<file path="src/rtl/ram_arbiter_pkg.sv">
// Shared types and constants for the two-port system RAM arbiter.
package ram_arbiter_pkg;

  // Default geometry of the 32 KiB system RAM.
  localparam int unsigned ADDR_W_DEF = 15;
  localparam int unsigned DATA_W_DEF = 8;

  // Requester identities, also the encoding of grant_dma.
  localparam logic REQ_CPU = 1'b0;
  localparam logic REQ_DMA = 1'b1;

  // Every transfer, read or write, walks the same four states.
  typedef enum logic [1:0] {
    IDLE   = 2'd0,
    ACCESS = 2'd1,
    READ   = 2'd2,
    DONE   = 2'd3
  } state_t;

endpackage

</file>
<file path="src/rtl/ram_arbiter_if.sv">
// Bundles the two requester handshakes and the RAM pins.
// slave: the arbiter side; master: the CPU/DMA/RAM environment side.
interface ram_arbiter_if
  import ram_arbiter_pkg::*;
#(
  parameter int unsigned ADDR_W = ADDR_W_DEF,
  parameter int unsigned DATA_W = DATA_W_DEF
);

  // Requester 0: Z80 CPU bus interface
  logic              cpu_req;
  logic              cpu_we;
  logic [ADDR_W-1:0] cpu_addr;
  logic [DATA_W-1:0] cpu_wdata;
  logic              cpu_ack;
  logic [DATA_W-1:0] cpu_rdata;

  // Requester 1: DMA / loader port
  logic              dma_req;
  logic              dma_we;
  logic [ADDR_W-1:0] dma_addr;
  logic [DATA_W-1:0] dma_wdata;
  logic              dma_ack;
  logic [DATA_W-1:0] dma_rdata;

  // Single-port RAM pins
  logic [ADDR_W-1:0] ram_address;
  logic [DATA_W-1:0] ram_data_in;
  logic              ram_ce;
  logic              ram_rden;
  logic              ram_wren;
  logic [DATA_W-1:0] ram_q;

  // Current or last owner, 0=CPU, 1=DMA
  logic              grant_dma;

  modport slave (
    input  cpu_req, cpu_we, cpu_addr, cpu_wdata,
    output cpu_ack, cpu_rdata,
    input  dma_req, dma_we, dma_addr, dma_wdata,
    output dma_ack, dma_rdata,
    output ram_address, ram_data_in, ram_ce, ram_rden, ram_wren,
    input  ram_q,
    output grant_dma
  );

  modport master (
    output cpu_req, cpu_we, cpu_addr, cpu_wdata,
    input  cpu_ack, cpu_rdata,
    output dma_req, dma_we, dma_addr, dma_wdata,
    input  dma_ack, dma_rdata,
    input  ram_address, ram_data_in, ram_ce, ram_rden, ram_wren,
    output ram_q,
    input  grant_dma
  );

endinterface

</file>
<file path="src/rtl/ram_arb_rr.sv">
// Two-way round-robin picker. The winner is combinational from the
// current requests; the priority pointer advances only when a grant is
// actually taken, so a losing requester is served at the next contest.
module ram_arb_rr
  import ram_arbiter_pkg::*;
(
  input  logic       clock,
  input  logic       reset_n,
  input  logic [1:0] req,
  input  logic       pick_en,
  output logic       winner
);

  // Requester that wins a contested pick; the other one was granted last.
  logic prio;

  // Single requester wins outright; on a tie the pointer decides.
  always_comb begin
    winner = REQ_CPU;
    if (req[REQ_CPU] && req[REQ_DMA]) begin
      winner = prio;
    end else if (req[REQ_DMA]) begin
      winner = REQ_DMA;
    end
  end

  // Hand priority to the requester that did not just win.
  always_ff @(posedge clock) begin
    if (!reset_n) begin
      prio <= REQ_CPU;
    end else if (pick_en && (req != 2'b00)) begin
      prio <= ~winner;
    end
  end

endmodule

</file>
<file path="src/rtl/ram_arbiter.sv">
// Shares the single-port system RAM between the Z80 CPU (requester 0)
// and the DMA/loader port (requester 1). Each transfer takes four cycles:
// IDLE (arbitrate) -> ACCESS (RAM samples) -> READ (capture q) -> DONE (ack).
// All RAM pins and handshake outputs come straight from registers.
module ram_arbiter
  import ram_arbiter_pkg::*;
#(
  parameter int unsigned ADDR_W = ADDR_W_DEF,
  parameter int unsigned DATA_W = DATA_W_DEF
)(
  input  logic          clock,
  input  logic          reset_n,
  ram_arbiter_if.slave  bus
);

  state_t            state;
  logic              any_req;
  logic              winner;
  logic              xfer_we;
  logic              sel_we;
  logic [ADDR_W-1:0] sel_addr;
  logic [DATA_W-1:0] sel_wdata;

  assign any_req = bus.cpu_req | bus.dma_req;

  ram_arb_rr u_rr (
    .clock   (clock),
    .reset_n (reset_n),
    .req     ({bus.dma_req, bus.cpu_req}),
    .pick_en (state == IDLE),
    .winner  (winner)
  );

  // Route the winning requester's operands toward the RAM registers.
  always_comb begin
    sel_we    = bus.cpu_we;
    sel_addr  = bus.cpu_addr;
    sel_wdata = bus.cpu_wdata;
    if (winner == REQ_DMA) begin
      sel_we    = bus.dma_we;
      sel_addr  = bus.dma_addr;
      sel_wdata = bus.dma_wdata;
    end
  end

  // Transfer sequencer; requests are only looked at in IDLE.
  always_ff @(posedge clock) begin
    if (!reset_n) begin
      state <= IDLE;
    end else begin
      case (state)
        IDLE:    if (any_req) state <= ACCESS;
        ACCESS:  state <= READ;
        READ:    state <= DONE;
        DONE:    state <= IDLE;
        default: state <= IDLE;
      endcase
    end
  end

  // Latch owner and direction at the grant; later operand changes are ignored.
  always_ff @(posedge clock) begin
    if (!reset_n) begin
      bus.grant_dma <= REQ_CPU;
      xfer_we       <= 1'b0;
    end else if ((state == IDLE) && any_req) begin
      bus.grant_dma <= winner;
      xfer_we       <= sel_we;
    end
  end

  // RAM pins: enables rise at the grant, wren drops after one cycle so a
  // write lands exactly once, ce/rden drop entering DONE.
  always_ff @(posedge clock) begin
    if (!reset_n) begin
      bus.ram_address <= '0;
      bus.ram_data_in <= '0;
      bus.ram_ce      <= 1'b0;
      bus.ram_rden    <= 1'b0;
      bus.ram_wren    <= 1'b0;
    end else begin
      case (state)
        IDLE: begin
          if (any_req) begin
            bus.ram_address <= sel_addr;
            bus.ram_data_in <= sel_wdata;
            bus.ram_ce      <= 1'b1;
            bus.ram_rden    <= ~sel_we;
            bus.ram_wren    <= sel_we;
          end
        end
        ACCESS: begin
          bus.ram_wren <= 1'b0;
        end
        READ: begin
          bus.ram_ce   <= 1'b0;
          bus.ram_rden <= 1'b0;
        end
        DONE: begin
        end
        default: begin
          bus.ram_ce   <= 1'b0;
          bus.ram_rden <= 1'b0;
          bus.ram_wren <= 1'b0;
        end
      endcase
    end
  end

  // Acks pulse for the DONE cycle only; read data is captured from ram_q
  // while ce&rden still guarantee the bus is driven.
  always_ff @(posedge clock) begin
    if (!reset_n) begin
      bus.cpu_ack   <= 1'b0;
      bus.dma_ack   <= 1'b0;
      bus.cpu_rdata <= '0;
      bus.dma_rdata <= '0;
    end else begin
      bus.cpu_ack <= 1'b0;
      bus.dma_ack <= 1'b0;
      if (state == READ) begin
        if (bus.grant_dma == REQ_DMA) begin
          bus.dma_ack <= 1'b1;
          if (!xfer_we) bus.dma_rdata <= bus.ram_q;
        end else begin
          bus.cpu_ack <= 1'b1;
          if (!xfer_we) bus.cpu_rdata <= bus.ram_q;
        end
      end
    end
  end

endmodule
</file>
<file path="src/flat_wrapper.sv">
// flat-port wrapper written by rule: the top's interface ports become plain ports
module ram_arbiter_flat import ram_arbiter_pkg::*;
#(
  parameter int unsigned ADDR_W = ADDR_W_DEF,
  parameter int unsigned DATA_W = DATA_W_DEF
)
  (clock, reset_n, bus_cpu_req, bus_cpu_we, bus_cpu_addr, bus_cpu_wdata, bus_cpu_ack, bus_cpu_rdata, bus_dma_req, bus_dma_we, bus_dma_addr, bus_dma_wdata, bus_dma_ack, bus_dma_rdata, bus_ram_address, bus_ram_data_in, bus_ram_ce, bus_ram_rden, bus_ram_wren, bus_ram_q, bus_grant_dma);
  ram_arbiter_if #(.ADDR_W(ADDR_W), .DATA_W(DATA_W)) bus_i ();
  input  logic clock;
  input  logic reset_n;
  input wire logic [$bits(bus_i.cpu_req)-1:0] bus_cpu_req;
  input wire logic [$bits(bus_i.cpu_we)-1:0] bus_cpu_we;
  input wire logic [$bits(bus_i.cpu_addr)-1:0] bus_cpu_addr;
  input wire logic [$bits(bus_i.cpu_wdata)-1:0] bus_cpu_wdata;
  output wire logic [$bits(bus_i.cpu_ack)-1:0] bus_cpu_ack;
  output wire logic [$bits(bus_i.cpu_rdata)-1:0] bus_cpu_rdata;
  input wire logic [$bits(bus_i.dma_req)-1:0] bus_dma_req;
  input wire logic [$bits(bus_i.dma_we)-1:0] bus_dma_we;
  input wire logic [$bits(bus_i.dma_addr)-1:0] bus_dma_addr;
  input wire logic [$bits(bus_i.dma_wdata)-1:0] bus_dma_wdata;
  output wire logic [$bits(bus_i.dma_ack)-1:0] bus_dma_ack;
  output wire logic [$bits(bus_i.dma_rdata)-1:0] bus_dma_rdata;
  output wire logic [$bits(bus_i.ram_address)-1:0] bus_ram_address;
  output wire logic [$bits(bus_i.ram_data_in)-1:0] bus_ram_data_in;
  output wire logic [$bits(bus_i.ram_ce)-1:0] bus_ram_ce;
  output wire logic [$bits(bus_i.ram_rden)-1:0] bus_ram_rden;
  output wire logic [$bits(bus_i.ram_wren)-1:0] bus_ram_wren;
  input wire logic [$bits(bus_i.ram_q)-1:0] bus_ram_q;
  output wire logic [$bits(bus_i.grant_dma)-1:0] bus_grant_dma;
  assign bus_i.cpu_req = bus_cpu_req;
  assign bus_i.cpu_we = bus_cpu_we;
  assign bus_i.cpu_addr = bus_cpu_addr;
  assign bus_i.cpu_wdata = bus_cpu_wdata;
  assign bus_cpu_ack = bus_i.cpu_ack;
  assign bus_cpu_rdata = bus_i.cpu_rdata;
  assign bus_i.dma_req = bus_dma_req;
  assign bus_i.dma_we = bus_dma_we;
  assign bus_i.dma_addr = bus_dma_addr;
  assign bus_i.dma_wdata = bus_dma_wdata;
  assign bus_dma_ack = bus_i.dma_ack;
  assign bus_dma_rdata = bus_i.dma_rdata;
  assign bus_ram_address = bus_i.ram_address;
  assign bus_ram_data_in = bus_i.ram_data_in;
  assign bus_ram_ce = bus_i.ram_ce;
  assign bus_ram_rden = bus_i.ram_rden;
  assign bus_ram_wren = bus_i.ram_wren;
  assign bus_i.ram_q = bus_ram_q;
  assign bus_grant_dma = bus_i.grant_dma;
  ram_arbiter #(.ADDR_W(ADDR_W), .DATA_W(DATA_W)) u_core (.clock(clock), .reset_n(reset_n), .bus(bus_i));
endmodule
</file>
<file path="config.mk">
export PLATFORM = sky130hd
export DESIGN_NAME = ram_arbiter_flat
export DESIGN_NICKNAME = d
export VERILOG_FILES = /design/src/rtl/ram_arbiter_pkg.sv /design/src/rtl/ram_arbiter_if.sv /design/src/rtl/ram_arb_rr.sv /design/src/rtl/ram_arbiter.sv /design/src/flat_wrapper.sv
export SDC_FILE = /design/constraint.sdc
export NUM_CORES = 1
export LEC_CHECK = 0
export CAP_MARGIN = 20
export CORE_MARGIN = 2
export CORE_UTILIZATION = 35
export DETAILED_ROUTE_END_ITERATION = 7
export GPL_ROUTABILITY_DRIVEN = 0
export PLACE_DENSITY = 0.81
export SYNTH_ARGS = -nofsm -noshare
export SYNTH_HDL_FRONTEND = slang
export SYNTH_SLANG_ARGS = --single-unit
</file>
<file path="constraint.sdc">
create_clock -name clock -period 1.38 [get_ports clock]
set_input_delay 0.276 -clock clock [delete_from_list [all_inputs] [get_ports clock]]
set_output_delay 0.276 -clock clock [all_outputs]
set_load 0.03 [all_outputs]
</file>
==> flow_metrics.py <==
metrics = {
    "final_layout": {
        "final_common_cell": "clkdlybuf4s50_1",
        "fin_nets": 369,
        "multi_input_area_um2": 1020,
        "drive_gt1_share_pct": 17.7,
        "diodes": 0,
        "syn_to_final_growth_pct": 75.4,
        "finish.utilization_pct": 63.4,
        "layout_common_cells": "clkdlybuf4s50_1, dfxtp_1, dlygate4sd2_1",
        "fillers": 484,
        "regArea_um2": 985,
    },
    "floorplanning": {
        "die-width_um": 79.2,
        "initial_core_util_pct": 36.2,
        "pin_count": 105,
        "rows": 27,
        "fp.coreArea_um2": 5470,
        "die_h_um": 79.2,
        "die-area_um2": 6270,
    },
    "routing": {
        "drt_wl_total_mm": 5.79,
        "remaining_drc_errors": 0,
        "antenna_left": 0,
        "num_vias": 1859,
        "drtIter0Drc": 91,
        "dr.pass1.iters": 4,
        "wire_per_inst_um": 15.4,
        "vias_per_cell": 4.93,
    },
    "timing": {
        "setup_violations": 35,
        "slew_viol_final": 0,
        "worst_slack_ns": -0.0887,
        "grt_setup_unrepaired": "yes",
        "min_period_ns": 1.47,
        "relSlewSlack_pct": 64.9,
        "fmax_mhz": 681,
        "hold_viol": 0,
        "tns_ns": -1.86,
        "skew_ns": 0.00420,
        "finalCritPeriodShare_pct": 106,
        "tightestPinTransition_ns": 0.521,
    },
    "grt": {
        "grt_max_degree": 32,
        "grt_usage_pct": 18.8,
        "grt_overflow_total": 0,
        "antenna_found_initial": 0,
        "grt_pass1_wl_mm": 9.12,
        "grt_pass1_vias": 1933,
    },
    "power": {
        "clockPowerShare_pct": 12.9,
        "p_int_uw": 3600,
        "swShare_pct": 38.3,
        "powerDensity_nw_per_um2": 1680,
        "power.combinational.fraction_pct": 54.5,
        "seqPwrFrac_pct": 32.6,
        "ir_worst_vdd_v": 0.000767,
        "p_sw_uw": 2240,
        "leakagePower_uw": 0.00152,
    },
    "setup_path": {
        "crit_type": "reg -> reg",
        "rr_worst_depth": 7,
        "critical_path_buf_inv_count": 3,
        "reg2reg_from": "u_core.state[0]",
        "path_cells": "inv_2, ha_4, buf_6, o21ai_4, buf_12, a222oi_1, nor2b_1",
        "slowest_stage": "dfxtp_2",
        "crit_family": "compound AO/OA/AOI/OAI gates",
        "endpoint_kind": "flip-flop",
        "required_ns": 1.56,
        "path_max_fanout": 5,
        "reg2reg_setup_slack_ns": -0.09,
        "start_kind": "flip-flop",
        "max_stage_delay_ns": 0.33,
        "arrival_ns": 1.64,
        "r2r-end": "u_core.bus.ram_address[13]",
    },
    "synthesis": {
        "syn_inst": 183,
        "yosysWarnings": 0,
        "synth_cell_type_count": 30,
        "synthesis.area_um2": 1980,
        "ys_seq_elements": 49,
        "syn-num-nets": 246,
        "avgSynthCellArea_um2": 10.8,
        "ys_seq_area_share_pct": 49.6,
    },
    "min_path": {
        "min-delay-start": "u_core.bus.ram_rden",
        "holdPathStages": 2,
        "hp-class": "reg -> reg",
        "hold_path_end": "u_core.bus.ram_rden",
    },
    "clocking": {
        "h-tree-depth": 2,
        "numCtsBuffers": 5,
        "cts_tree": "yes",
        "path_clk_slew_ns": 0.08,
        "clockBufferDepth": 2,
        "clkLatencyLatePin_ns": 0.28,
        "root_buffer": "clkbuf_8",
        "cts.sinks": 49,
    },
    "place": {
        "post-dp-hpwl_mm": 3.80,
        "port_buffers": 104,
    },
    "flow_run": {
        "drv_cap": 0,
    },
    "outcome": {
        "status": "complete, but fails checks",
        "violations": "negative setup slack",
    },
}
stage by stage:
stage          total power (uW)  worst slack, ns  cell area (um2)  hold slack (ns)  instances
2_1_floorplan              3510          0.00770             2000            0.425        183
3_3_place_gp               4520           -0.654             3180            0.452        359
3_5_place_dp               4570           -0.716             3180            0.467        359
4_1_cts                    6030           -0.212             3500            0.474        378
5_1_grt                    6210           -0.187             3470            0.500        377
6_report                   5840          -0.0887             3470            0.467        377
logic make-up after synthesis:
family                   share of synthesized area (%)
buffers and inverters                             5.44
multiplexers                                      8.09
AO/OA/AOI/OAI                                     16.2
flip-flops                                        49.6
AND/OR/NAND/NOR                                   18.8
adder cells (fa/ha/maj)                           1.90
power by group through the flow:
stage	logic (uW)	clock network, uW	registers (uW)
after CTS	3340	792	1890
after floorplan	1120	0	2390
after detailed placement	2670	0	1910
after global placement	2620	0	1900
final	3180	755	1910
after global routing	3400	865	1950
what timing repair did:
| action | 4_1_cts | 5_1_grt |
|---|---|---|
| gates cloned | 6 | 0 |
| endpoints found under the setup margin | 89 | 45 |
| hold buffers | 0 | 0 |
| pin swaps | 23 | 13 |
| gates resized for setup | 68 | 14 |
| setup buffers | 7 | 4 |
| endpoints found under the hold margin | 0 | 0 |
cell type report:
class	count	share of cell area (%)
Sequential cell	49	28.4
Clock buffer	5	1.98
Tap cell	72	2.59
Inverter	3	0.324
Multi-Input combinational cell	117	29.3
Timing Repair Buffer	130	37.3
Clock inverter	1	0.144
how the worst max path moves through the flow:
stage	start	endpoint	slack (ns)	cells after the start
after global placement	bus_dma_req	u_core.bus.ram_address[11]	-0.65	4
after CTS	u_core.state[1]	u_core.bus.ram_address[0]	-0.21	8
after global routing	u_core.state[1]	u_core.bus.ram_address[0]	-0.19	7
after floorplan	u_core.state[0]	u_core.bus.ram_address[10]	0.008	7
final	u_core.state[0]	u_core.bus.ram_address[13]	-0.09	7
after detailed placement	bus_dma_req	u_core.bus.ram_address[10]	-0.72	4
routing by layer:
layer | share of wire [%] | vias up | GRT usage (%)
met1 | 40 | 852 | 20.9
met3 | 8.2 | 2 | 5.91
met2 | 51 | 87 | 35.2
met5 | 0 | - | 0
met4 | 0.47 | 0 | 3.62
li1 | - | 918 | -
synth_stat cells:
| library cell | number | area share [%] |
|---|---|---|
| ha_1 | 3 | 1.9 |
| nand3_2 | 1 | 0.51 |
| dfxtp_1 | 49 | 50 |
| buf_2 | 5 | 1.3 |
| o21ai_2 | 1 | 0.44 |
| buf_4 | 1 | 0.38 |
| nor3b_1 | 1 | 0.38 |
| buf_6 | 4 | 2.3 |
| nor2_1 | 5 | 0.95 |
| nor2b_1 | 42 | 13 |
| o41ai_1 | 1 | 0.44 |
| o31ai_1 | 1 | 0.38 |
| mux2i_1 | 16 | 8.1 |
| nand3_1 | 1 | 0.25 |
| nand2_1 | 4 | 0.76 |
| a21boi_0 | 1 | 0.38 |
| o21ai_1 | 1 | 0.25 |
| clkbuf_1 | 5 | 0.95 |
| a222oi_1 | 23 | 12 |
| a21oi_2 | 1 | 0.44 |
| nor2b_4 | 1 | 0.70 |
| nand2b_1 | 2 | 0.63 |
| or3b_1 | 1 | 0.44 |
| a211oi_1 | 1 | 0.38 |
| and3_1 | 2 | 0.63 |
| and2_1 | 1 | 0.32 |
| inv_1 | 3 | 0.57 |
| a21oi_1 | 4 | 1.0 |
| o21ai_0 | 1 | 0.25 |
| o221a_1 | 1 | 0.57 |
sequential cells by signal, indices dropped and copies added (netlist names):
register                flops
u_core.bus.ram_address     15
u_core.bus.dma_ack          1
u_core.bus.dma_rdata        8
u_core.state                2
u_core.bus.ram_rden         1
u_core.u_rr.prio            1
u_core.bus.cpu_ack          1
u_core.bus.ram_ce           1
u_core.bus.grant_dma        1
u_core.bus.ram_data_in      8
u_core.xfer_we              1
u_core.bus.ram_wren         1
u_core.bus.cpu_rdata        8
worst reg2reg max path: stages (launching register included):
cell and delay [ns]:
dfxtp_2 0.33, inv_2 0.07, ha_4 0.14, buf_6 0.11
o21ai_4 0.11, buf_12 0.18, a222oi_1 0.33, nor2b_1 0.08
No activity file was read; power rests on OpenSTA's default activity.
